File: src/rtl/pkt_encoder.sv
// pkt_encoder: serialises one USB token, data or handshake packet per request into a raw bit
// stream (SYNC, PID/~PID, payload, inverted CRC MSB first), then an EOP strobe and pkt_sent.
module pkt_encoder #(
  parameter logic [7:0] SYNC_PATTERN = 8'b1000_0000,
  parameter int         DATA_BITS    = 64
) (
  input  logic                 clk,
  input  logic                 rst_b,
  input  logic                 encode,
  input  logic                 kill,
  input  logic [3:0]           pid,
  input  logic [6:0]           addr,
  input  logic [3:0]           endp,
  input  logic [DATA_BITS-1:0] data,
  input  logic [4:0]           crc_type,
  input  logic                 bit_ready,
  output logic                 bit_out,
  output logic                 bit_valid,
  output logic                 eop,
  output logic                 pkt_sent,
  output logic                 busy
);

  // state | meaning
  // IDLE  | no packet in flight, waiting for encode
  // SYNC  | sending the 8 SYNC bits
  // PID   | sending pid then ~pid
  // TOKEN | sending addr then endp, CRC5 accumulating
  // DATA  | sending the data payload, CRC16 accumulating
  // CRC   | sending the inverted CRC remainder, MSB first
  // EOP   | one cycle end-of-packet strobe, no valid bit
  // DONE  | one cycle pkt_sent pulse
  typedef enum logic [2:0] {
    ST_IDLE, ST_SYNC, ST_PID, ST_TOKEN, ST_DATA, ST_CRC, ST_EOP, ST_DONE
  } state_t;

  typedef enum logic [1:0] {KIND_HS, KIND_TOK, KIND_DAT} kind_t;

  localparam int SR_W = 16 + DATA_BITS;

  state_t               state_q, state_d;
  kind_t                kind_q, kind_d;
  kind_t                req_kind;
  logic [6:0]           cnt_q, cnt_d;
  logic [SR_W-1:0]      shreg_q, shreg_d;
  logic [4:0]           crc5_q, crc5_d, crc5_nxt;
  logic [15:0]          crc16_q, crc16_d, crc16_nxt;
  logic [DATA_BITS-1:0] payload;
  logic                 accept, last, start;

  assign bit_valid = state_q inside {ST_SYNC, ST_PID, ST_TOKEN, ST_DATA, ST_CRC};
  assign bit_out   = bit_valid & shreg_q[0];
  assign eop       = (state_q == ST_EOP);
  assign pkt_sent  = (state_q == ST_DONE);
  assign busy      = (state_q != ST_IDLE);

  assign accept = bit_valid & bit_ready;
  assign last   = accept & (cnt_q == 7'd0);
  assign start  = encode & ((state_q == ST_IDLE) | kill);

  always_comb begin
    req_kind = KIND_HS;
    if (crc_type == 5'd5)       req_kind = KIND_TOK;
    else if (crc_type == 5'd16) req_kind = KIND_DAT;
  end

  assign payload = (req_kind == KIND_TOK) ? DATA_BITS'({endp, addr}) : data;

  // Serial CRC, fed LSB-first with the bit currently on bit_out
  assign crc5_nxt  = {crc5_q[3:0], 1'b0} ^ ({5{shreg_q[0] ^ crc5_q[4]}} & 5'h05);
  assign crc16_nxt = {crc16_q[14:0], 1'b0} ^ ({16{shreg_q[0] ^ crc16_q[15]}} & 16'h8005);

  always_comb begin
    state_d = state_q;
    kind_d  = kind_q;
    cnt_d   = cnt_q;
    shreg_d = shreg_q;
    crc5_d  = crc5_q;
    crc16_d = crc16_q;

    if (start) begin
      state_d = ST_SYNC;
      kind_d  = req_kind;
      cnt_d   = 7'd7;
      shreg_d = {payload, ~pid, pid, SYNC_PATTERN};
      crc5_d  = '1;
      crc16_d = '1;
    end else if (kill) begin
      state_d = ST_IDLE;
    end else begin
      if (accept) begin
        shreg_d = shreg_q >> 1;
        if (cnt_q != 7'd0) cnt_d = cnt_q - 7'd1;
      end
      if (accept && state_q == ST_TOKEN) crc5_d = crc5_nxt;
      if (accept && state_q == ST_DATA)  crc16_d = crc16_nxt;

      case (state_q)
        ST_SYNC: begin
          if (last) begin
            state_d = ST_PID;
            cnt_d   = 7'd7;
          end
        end
        ST_PID: begin
          if (last) begin
            case (kind_q)
              KIND_TOK: begin
                state_d = ST_TOKEN;
                cnt_d   = 7'd10;
              end
              KIND_DAT: begin
                state_d = ST_DATA;
                cnt_d   = 7'(DATA_BITS - 1);
              end
              default: state_d = ST_EOP;
            endcase
          end
        end
        ST_TOKEN: begin
          if (last) begin
            state_d = ST_CRC;
            cnt_d   = 7'd4;
            shreg_d = '0;
            for (int i = 0; i < 5; i++) shreg_d[i] = ~crc5_nxt[4-i];
          end
        end
        ST_DATA: begin
          if (last) begin
            state_d = ST_CRC;
            cnt_d   = 7'd15;
            shreg_d = '0;
            for (int i = 0; i < 16; i++) shreg_d[i] = ~crc16_nxt[15-i];
          end
        end
        ST_CRC:  if (last) state_d = ST_EOP;
        ST_EOP:  state_d = ST_DONE;
        ST_DONE: state_d = ST_IDLE;
        default: state_d = ST_IDLE;
      endcase
    end
  end

  always_ff @(posedge clk) begin
    if (!rst_b) begin
      state_q <= ST_IDLE;
      kind_q  <= KIND_HS;
      cnt_q   <= '0;
      shreg_q <= '0;
      crc5_q  <= '1;
      crc16_q <= '1;
    end else begin
      state_q <= state_d;
      kind_q  <= kind_d;
      cnt_q   <= cnt_d;
      shreg_q <= shreg_d;
      crc5_q  <= crc5_d;
      crc16_q <= crc16_d;
    end
  end

endmodule

File: config.mk
export PLATFORM = sky130hd
export DESIGN_NAME = pkt_encoder
export DESIGN_NICKNAME = d
export VERILOG_FILES = /design/src/rtl/pkt_encoder.sv
export SDC_FILE = /design/constraint.sdc
export NUM_CORES = 1
export LEC_CHECK = 0
export CORE_ASPECT_RATIO = 0.5
export CORE_MARGIN = 1
export CORE_UTILIZATION = 50
export DETAILED_ROUTE_END_ITERATION = 7
export DONT_BUFFER_PORTS = 1
export SLEW_MARGIN = 0
export SYNTH_ARGS = -nofsm -noshare
export SYNTH_HDL_FRONTEND = slang
export SYNTH_SLANG_ARGS = --single-unit
export TNS_END_PERCENT = 1
File: constraint.sdc
create_clock -name clk -period 2.1 [get_ports clk]
set_input_delay 0.21 -clock clk [delete_from_list [all_inputs] [get_ports clk]]
set_output_delay 0.21 -clock clk [all_outputs]
set_load 0.005 [all_outputs]
== Word-level counts from Yosys, hierarchy flattened ==
Cells that the tools add are included.

* Register bits: 113
* Input port bits: 89

* Add/sub/neg operators: 1
* Equality and inequality tests: 21
* Multiplexer cells: 27
* Bitwise operators: 33
* Reductions and logical operators: 14

{| class="wikitable"
|+ Operators by type and width
! kind !! count
|-
| 80-bit two-way mux || 5
|-
| 80-bit one-hot mux with 2 select lines || 1
|-
| 64-bit two-way mux || 1
|-
| 7-bit two-way mux || 6
|-
| 7-bit one-hot mux with 4 select lines || 1
|-
| 1-bit inverter || 23
|-
| 3-bit two-way mux || 6
|-
| 16-bit bitwise XOR || 1
|-
| 3-bit one-hot mux with 5 select lines || 1
|-
| 7-bit one-hot mux with 2 select lines || 1
|-
| 3-bit == test, second input constant || 4
|-
| 4-bit != test, second input constant || 3
|-
| 4-bit AND reduction || 2
|-
| 7-bit zero test || 1
|-
| 7-bit nonzero test || 1
|-
| 7-bit by 1-bit subtractor with 7-bit output, second input constant || 1
|-
| 3-bit by 2-bit == test with 1-bit output, second input constant || 2
|-
| 2-bit != test, second input constant || 3
|-
| 3-bit one-hot mux with 2 select lines || 1
|-
| 5-bit by 3-bit == test with 1-bit output, second input constant || 1
|-
| 5-bit == test, second input constant || 1
|-
| 5-bit nonzero test || 1
|-
| 5-bit by 3-bit bitwise XOR with 5-bit output || 1
|-
| 1-bit bitwise AND || 4
|-
| other kinds (16) || 24
|}

== Logic depth before layout (Yosys ltp) ==
* Word-level depth: 9
* Gate-level depth with buffers: 9
* Depth with buffers taken out: 7

== Worst setup path before layout ==
OpenSTA, ideal clock, no wires.

* Kind: register to register
* Start point: register cnt_q[0]
* End point: register shreg_q[72]
* Library setup time: 0.123 ns
* Arrival time: 1.722 ns
* Path slack: 0.256 ns
* Cell stages (with the launch flop): 10
* Path buffers: 2
* Cell sequence: dfxtp_1 inv_1 ha_1 nor4b_4 o211a_1 buf_2 buf_2 o2bb2ai_1 a221oi_1 nor2_1

* Cells in the longest elaborated chain, start to end: 6
* Elaborated cells on any way between the ends: 7

{| class="wikitable"
|+ Ends and longest elaborated chain
! element !! RTL line !! source
|-
| from (decl) || 44 || <nowiki>logic [6:0] cnt_q, cnt_d;</nowiki>
|-
| from (signal assigned) || 155 || <nowiki>cnt_q <= cnt_d;</nowiki>
|-
| 7-bit zero test (*) || 58 || <nowiki>assign last = accept & (cnt_q == 7'd0);</nowiki>
|-
| 1-bit bitwise AND (*) || 58 ||
|-
| 80-bit two-way mux, on equally long branches || 129, 121 ||
|-
| 80-bit one-hot mux with 2 select lines (*) || 98 || <nowiki>case (state_q)</nowiki>
|-
| 80-bit two-way mux (*) || 88 || <nowiki>end else if (kill) begin</nowiki>
|-
| 80-bit two-way mux (*) || 81 || <nowiki>if (start) begin</nowiki>
|-
| to (signal assigned) || 156 || <nowiki>shreg_q <= shreg_d;</nowiki>
|-
| to (decl) || 45 || <nowiki>logic [SR_W-1:0] shreg_q, shreg_d;</nowiki>
|}

Mark *: on every way between the ends. The rest lies on a longest branch, timed or not. The select of a mux whose other input is x is not followed.
A chain may end at the register's enable or synchronous reset.

== Worst setup path in the final report ==
* Start point: register state_q[2]
* End point: register shreg_q[4]

* Cells in the longest elaborated chain, start to end: 6
* Elaborated cells on any way between the ends: 16

{| class="wikitable"
|+ Ends and longest elaborated chain
! element !! RTL line !! source
|-
| from (decl) || 41 || <nowiki>state_t state_q, state_d;</nowiki>
|-
| from (signal assigned) || 153 || <nowiki>state_q <= state_d;</nowiki>
|-
| 3-bit by 1-bit == test with 1-bit output, or another cell as far along || 51 || <nowiki>assign bit_valid = state_q inside {ST_SYNC, ST_PID, ST_TOKEN, ST_DATA, ST_CRC};</nowiki>
|-
| 5-bit nonzero test || 51 ||
|-
| 1-bit bitwise AND || 57 || <nowiki>assign accept = bit_valid & bit_ready;</nowiki>
|-
| 80-bit two-way mux / 1-bit bitwise AND (equally long branches) || 91, 58 ||
|-
| 80-bit two-way mux, on equally long branches || 129, 121 ||
|-
| 80-bit one-hot mux with 2 select lines || 98 ||
|}

Parallel ways exist; a longest one is shown, timed or not.

==> flow_metrics.tcl <==
set metrics [dict create \
    status "completed" \
    htree_num_levels 4 \
    num_io_pins 94 \
    track_usage_pct 29.9 \
    synth_top_family_by_area "compound AO/OA/AOI/OAI gates" \
    die-area_um2 13600 \
    slowest_delay_ns 0.50 \
    netlist_top_cells_count "113 x dfxtp_1, 86 x nand2_1, 86 x o21ai_0" \
    seq_area_frac_synth_pct 34.6 \
    fillerInstances 1105 \
    synth_area_leaders "dfxtp_1 35%, a221oi_1 7.5%, o2bb2ai_1 7.1%" \
    place_congestion 0.890 \
    critPathLaunchType "flip-flop" \
    cp_max_fo 18 \
    postSynth.asyncResetShare_pct 0 \
    synth-edff-count 0 \
    wl_met3_mm 1.26 \
    drcViolationCount 0 \
    seq_area_um2 2260 \
    synth.area.mux_share_pct 2.30 \
    fmax_mhz 506 \
    cp.required_ns 2.42 \
    ys_ff_latch 113 \
    multi_input_area_um2 3900 \
    dpl.cell_count 959 \
    final-max-slew-violation-count 0 \
    num_antenna_cells 0 \
    peakVddDrop_mv 0.476 \
    synthFlopType "dfxtp_1" \
    synthXorXnorAreaFrac_pct 0.938 \
    routedWlPerCell_um 19.2 \
    ant_nets 0 \
    maxCapViolCount 0 \
    synth_area_um2 6540 \
    crit_start "state_q[2]$_SDFFE_PP0P_" \
    ys_types 65 \
    highest_layer "met4" \
    cpMostUsedCell "buf_4" \
    grt_pass1_vias 6275 \
    powerDensity_nw_per_um2 805 \
    antenna_found_initial 0 \
    crit_path_top_delay_cell "dfxtp_1" \
    worst-setup-path-type "flip-flop to flip-flop" \
    cts_tree "built" \
    routed_wl_mm 20.1 \
    yosysTopAreaCell "dfxtp_1" \
    cts.sinks 113 \
    clock_latency_ns 0.42 \
    worst-path-buf-inv 2 \
    synth_warnings 0 \
    report.final.hold_viol_count 0 \
    crit_path_end_kind "flip-flop" \
    wl_met2_mm 9.19 \
    rsz0062_at_grt "yes" \
    start_util_pct 51.5 \
    area_growth_syn_to_layout_pct 23.8 \
    drtIter0Drc 763 \
    syn_avg_cell_area_um2 7.86 \
    synthCells 831 \
    power_mw 6.51 \
    drt_pass1_iterations 7 \
    die_w_um 164 \
    synth_fa_ha_area_share_pct 0.957 \
    place_ws_ns -0.0170 \
    globalRoute.totalOverflow 0 \
    core-area_um2 12700 \
    die_h_um 82.8 \
    post-route-worst-setup-slack_ns 0.122 \
    period_minus_slack_ns 1.98 \
    rows 29 \
    cts.path.max_buffers 2 \
    clock-root-buffer "clkbuf_16" \
    syn-num-nets 925 \
    num_vias 6766 \
    min_from "data[43]" \
    clkTransAtPathRegs_ns 0.06 \
    portBuffers 0 \
    grt_max_degree 74 \
    met1_length_mm 9.43 \
    max_slew_margin_pct 52.7 \
    max_slew.worst_pin.slew_ns 0.707 \
    numCtsBuffers 17 \
    viasPerCell 6.46 \
    final-setup-viol-count 0 \
    post-route-period-util_pct 94.2 \
    drive_gt1_share_pct 13.2 \
    cp_cell_sequence "buf_4 > or3b_1 > buf_4 > o22ai_1 > a21oi_1 > a221oi_1" \
    synth_compound_area_share_pct 34.6 \
    stdcell_count 1048 \
    clock_skew_ns 0.0117 \
    netlist.area_leader.share_pct 34.6 \
    place_hpwl_mm 11.9 \
    p_leak_nw 2.81 \
    synth-simple-area-share_pct 20.1 \
    cp_top_family "flip-flops" \
    min_path_type "input port to flip-flop" \
    fin_nets 959 \
    worstReg2RegStart "state_q[2]$_SDFFE_PP0P_" \
    grt_pass1_wl_mm 32.4 \
    crit_arrival_ns 2.29 \
    synth_most_common_cell "dfxtp_1" \
]
## cells by family (layout without fill, tap and decap cells)
logic type | after synthesis | count (layout)
xor+xnor | 7 | 7
fa+ha+maj | 5 | 5
mux | 15 | 15
simple gates | 278 | 278
compound gates | 315 | 315
flops | 113 | 113
buf+inv | 98 | 145
## through the flow
step	instance area, um2	setup TNS (ns)	hold WS [ns]	utilization, %
detailed placement	6840	-0.0325	0.334	53.9
global route	8090	-0.0107	0.0271	63.7
finish	8090	0	0.00257	63.7
global placement	6840	0	0.324	53.9
CTS	8070	0	0.000308	63.6
floorplan	6540	0	0.319	-
## worst register-to-register path, stage by stage (launching register included)
cell	delay (ns)
dfxtp_1	0.50
buf_4	0.28
or3b_1	0.42
buf_4	0.19
o22ai_1	0.17
a21oi_1	0.10
a221oi_1	0.22
## flip-flops by register name, summed over array words and instances (netlist names)
| name | cells |
|---|---|
| crc5_q | 5 |
| cnt_q | 7 |
| state_q | 3 |
| crc16_q | 16 |
| kind_q | 2 |
| shreg_q | 80 |
## routing by layer
metal / GRT usage, % / up-vias
met5: 0 / -
met4: 7.74 / 0
met3: 6.69 / 29
met2: 46.6 / 233
met1: 41.4 / 3291
li1: - / 3213
## power breakdown
part | leakage (nW) | internal (mW) | switching [mW] | total [mW]
Clock | 0.304 | 2.04 | 1.14 | 3.18
Sequential | 0.930 | 2.27 | 0.0982 | 2.37
Combinational | 1.57 | 0.437 | 0.528 | 0.965
## path summary, 6_finish.rpt
path                         endpoint  slack [ns]  depth (start not counted)
max           shreg_q[4]$_SDFFE_PP0N_        0.12                          6
min          shreg_q[59]$_SDFFE_PN0P_       0.003                          2
max reg2reg   shreg_q[4]$_SDFFE_PP0N_        0.12                          6
min reg2reg   crc16_q[1]$_SDFFE_PP1P_        0.49                          2
## layout by cell type, fill, tap and decap left out, types with 3 or more instances in the layout
cell type and n:
o221a_2 17, a31oi_1 6, dlygate4sd3_1 55, a211oi_1 6, clkbuf_16 17, o211ai_1 5, and2_1 3, a311oi_1 3
xor2_1 5, clkinv_4 4, dfxtp_1 112, nand3_1 75, inv_6 3, nor4_1 4, o2bb2ai_1 53, nor3_1 11
nor2_1 70, inv_1 12, ha_1 5, o22ai_1 9, mux2i_1 15, o21a_1 5, nand2_1 85, a21oi_1 45
o32ai_1 4, o21ai_0 86, a221oi_1 56, nand4_1 3, clkinvlp_4 3, o31ai_1 3, nor2_4 3, buf_12 9
buf_4 33, bufinv_16 4
## layout make-up
class                   instances  area share (%)
clock buffers                  18            5.43
clock inverters                14            2.52
inverters                      14           0.650
multi-input cells             620            48.2
flip-flops and latches        113            28.0
well taps                     170            2.63
repair buffers                 99            12.6
## repair_timing
action	4_1_cts	5_1_grt
hold buffers	56	0
gates resized for setup	2	3
setup buffers	0	1
hold endpoints to repair	81	0
setup endpoints to repair	10	49
pin swaps	0	1
Power figures use the tool's default switching activity.
==> variant, RTL diff (same settings) <==
The 3 values of `kind_t` get a one-hot encoding in 3 bits.
--- a/src/rtl/pkt_encoder.sv
+++ b/src/rtl/pkt_encoder.sv
@@ -36,3 +36,3 @@
 
-  typedef enum logic [1:0] {KIND_HS, KIND_TOK, KIND_DAT} kind_t;
+  typedef enum logic [2:0] {KIND_HS = 3'b001, KIND_TOK = 3'b010, KIND_DAT = 3'b100} kind_t;
 
Formal check against the unedited RTL: same outputs for any inputs over 10 cycles, from zero or initial values and one cycle with rst_b low; not proved beyond that.
==> variant against the original RTL <==
  * Cell area is 8.7% higher
  * Sequential cell count is 1 higher
  * Utilization up 0.46 points
  * Total power down 2.7%
  * Global-route usage is 1.8 points lower
  * Critical path depth decreased by 1
  * Synthesized cell count down 0.48%
  * Setup slack lost 0.075 ns
  * Synthesized area increased by 8.3%
  * Maximum frequency decreased by 3.6%
  * Wire length up 1.3%
  * Largest power group unchanged
==> variant: results <==
set metrics [dict create \
    synth_area_leaders "dfxtp_1 (32%), a221oi_2 (10%), o2bb2ai_2 (8.3%)" \
    cts-root-buf "clkbuf_16" \
    drtIter0Drc 527 \
    grt_pass1_vias 6405 \
    worst-path-max-fanout 5 \
    cp-startpoint "cnt_q[2]" \
    ys_dominant_reg_cell "dfxtp_1" \
    clock_latency_ns 0.42 \
    syn-num-nets 918 \
    grt_max_degree 85 \
    gp_congestion 0.859 \
    cts_max_path_buffers 2 \
    port_buffers 0 \
    hold_path_class "in -> reg" \
    async_flop_share_pct 0 \
    wirelength_mm 20.4 \
    reg.largest.list "shreg_q: 80 flops, crc16_q: 16 flops, cnt_q: 7 flops" \
    layout.nets 967 \
    reg2regPathDepth 5 \
    cts_setup_buffers 3 \
    nFillCells 1125 \
    r2r_slack_ns 0.05 \
    ctsHoldBuffers 58 \
    critPathArrivalTime_ns 2.40 \
    ys_types 69 \
    hold_end "kind_q[1]" \
    worst-slew-pin-transition_ns 0.639 \
    peakVddDrop_mv 0.545 \
    grtUsageTotal_pct 28.0 \
    netlist_top_cells_count "dfxtp_1 (114), nand2_1 (96), o21ai_0 (76)" \
    whs_ns 0.0143 \
    crit_path_end "state_q[1]" \
    post-place-ws_ns -0.0815 \
    fin_skew_ns 0.00861 \
    placed_cell_area_um2 7530 \
    largest_reg_flops 80 \
    grt_pass1_wl_mm 32.6 \
    min_path_cells 3 \
    outcome "complete, no violations" \
    pwr-share-comb_pct 18.8 \
    synth-seq-area-share_pct 32.2 \
    fin_crit_ns 2.05 \
    cts_resized 1 \
    min_from "crc_type[1]" \
    layout-drive-gt1-share_pct 23.8 \
    viasPerCell 6.20 \
    cts_buffers 17 \
    p_sw_share_pct 29.1 \
    power.leakage_nw 3.00 \
    antenna_found_initial 0 \
    hpwl_mm 12.1 \
    dr.pass1.iters 5 \
    clkTransAtPathRegs_ns 0.06 \
    yosys_warnings 0 \
]
variant: cell count changes after synthesis, sizes merged, moves of 5 or more:
cell / delta
o21ai: -8
a21oi: -11
nand2: +9
nand2b: +6
a31oi: -5
nor3: -5
buf: +9
clkbuf: -5
a22oi: +5
variant: final cells by class:
| class | count | area, um^2 | share of cell area, % |
|---|---|---|---|
| clock buffer | 19 | 443 | 5.04 |
| clock inverter | 13 | 114 | 1.30 |
| inverter | 9 | 33.8 | 0.384 |
| multi-input combinational | 616 | 4430 | 50.5 |
| sequential | 114 | 2280 | 26.0 |
| tap | 192 | 240 | 2.73 |
| timing repair buffer | 118 | 1240 | 14.1 |
variant: cell families (layout without fill, tap and decap cells):
group / count (synthesis) / in the layout / share of synthesized area, %
AND/OR/NAND/NOR: 294 / 294 / 19.3
multiplexers: 16 / 16 / 2.26
adder cells (fa/ha/maj): 2 / 2 / 0.353
buffers and inverters: 97 / 159 / 6.31
XOR/XNOR: 7 / 7 / 0.866
AO/OA/AOI/OAI: 297 / 297 / 38.7
flip-flops: 114 / 114 / 32.2
variant: layer usage:
metal	share of wire, %	vias to the layer above	global-route usage [%]
met1	48	3234	37.4
met2	44	215	44.3
met3	6.7	22	7.20
li1	-	3232	-
met4	1.1	0	8.85
met5	0	-	0
variant: through the flow:
| step | total power [mW] | cells | TNS [ns] |
|---|---|---|---|
| floorplan | 3.22 | 827 | 0 |
| global placement | 3.46 | 987 | -2.04 |
| detailed placement | 3.48 | 987 | -1.79 |
| CTS | 6.34 | 1081 | 0 |
| global route | 6.58 | 1081 | -0.413 |
| finish | 6.33 | 1081 | 0 |
variant: worst max-delay path: stages (launching register included):
cell and delay [ns]:
dfxtp_2 0.32, or4_4 0.57, or2_1 0.32, buf_4 0.20
or4_1 0.40, a21oi_1 0.17
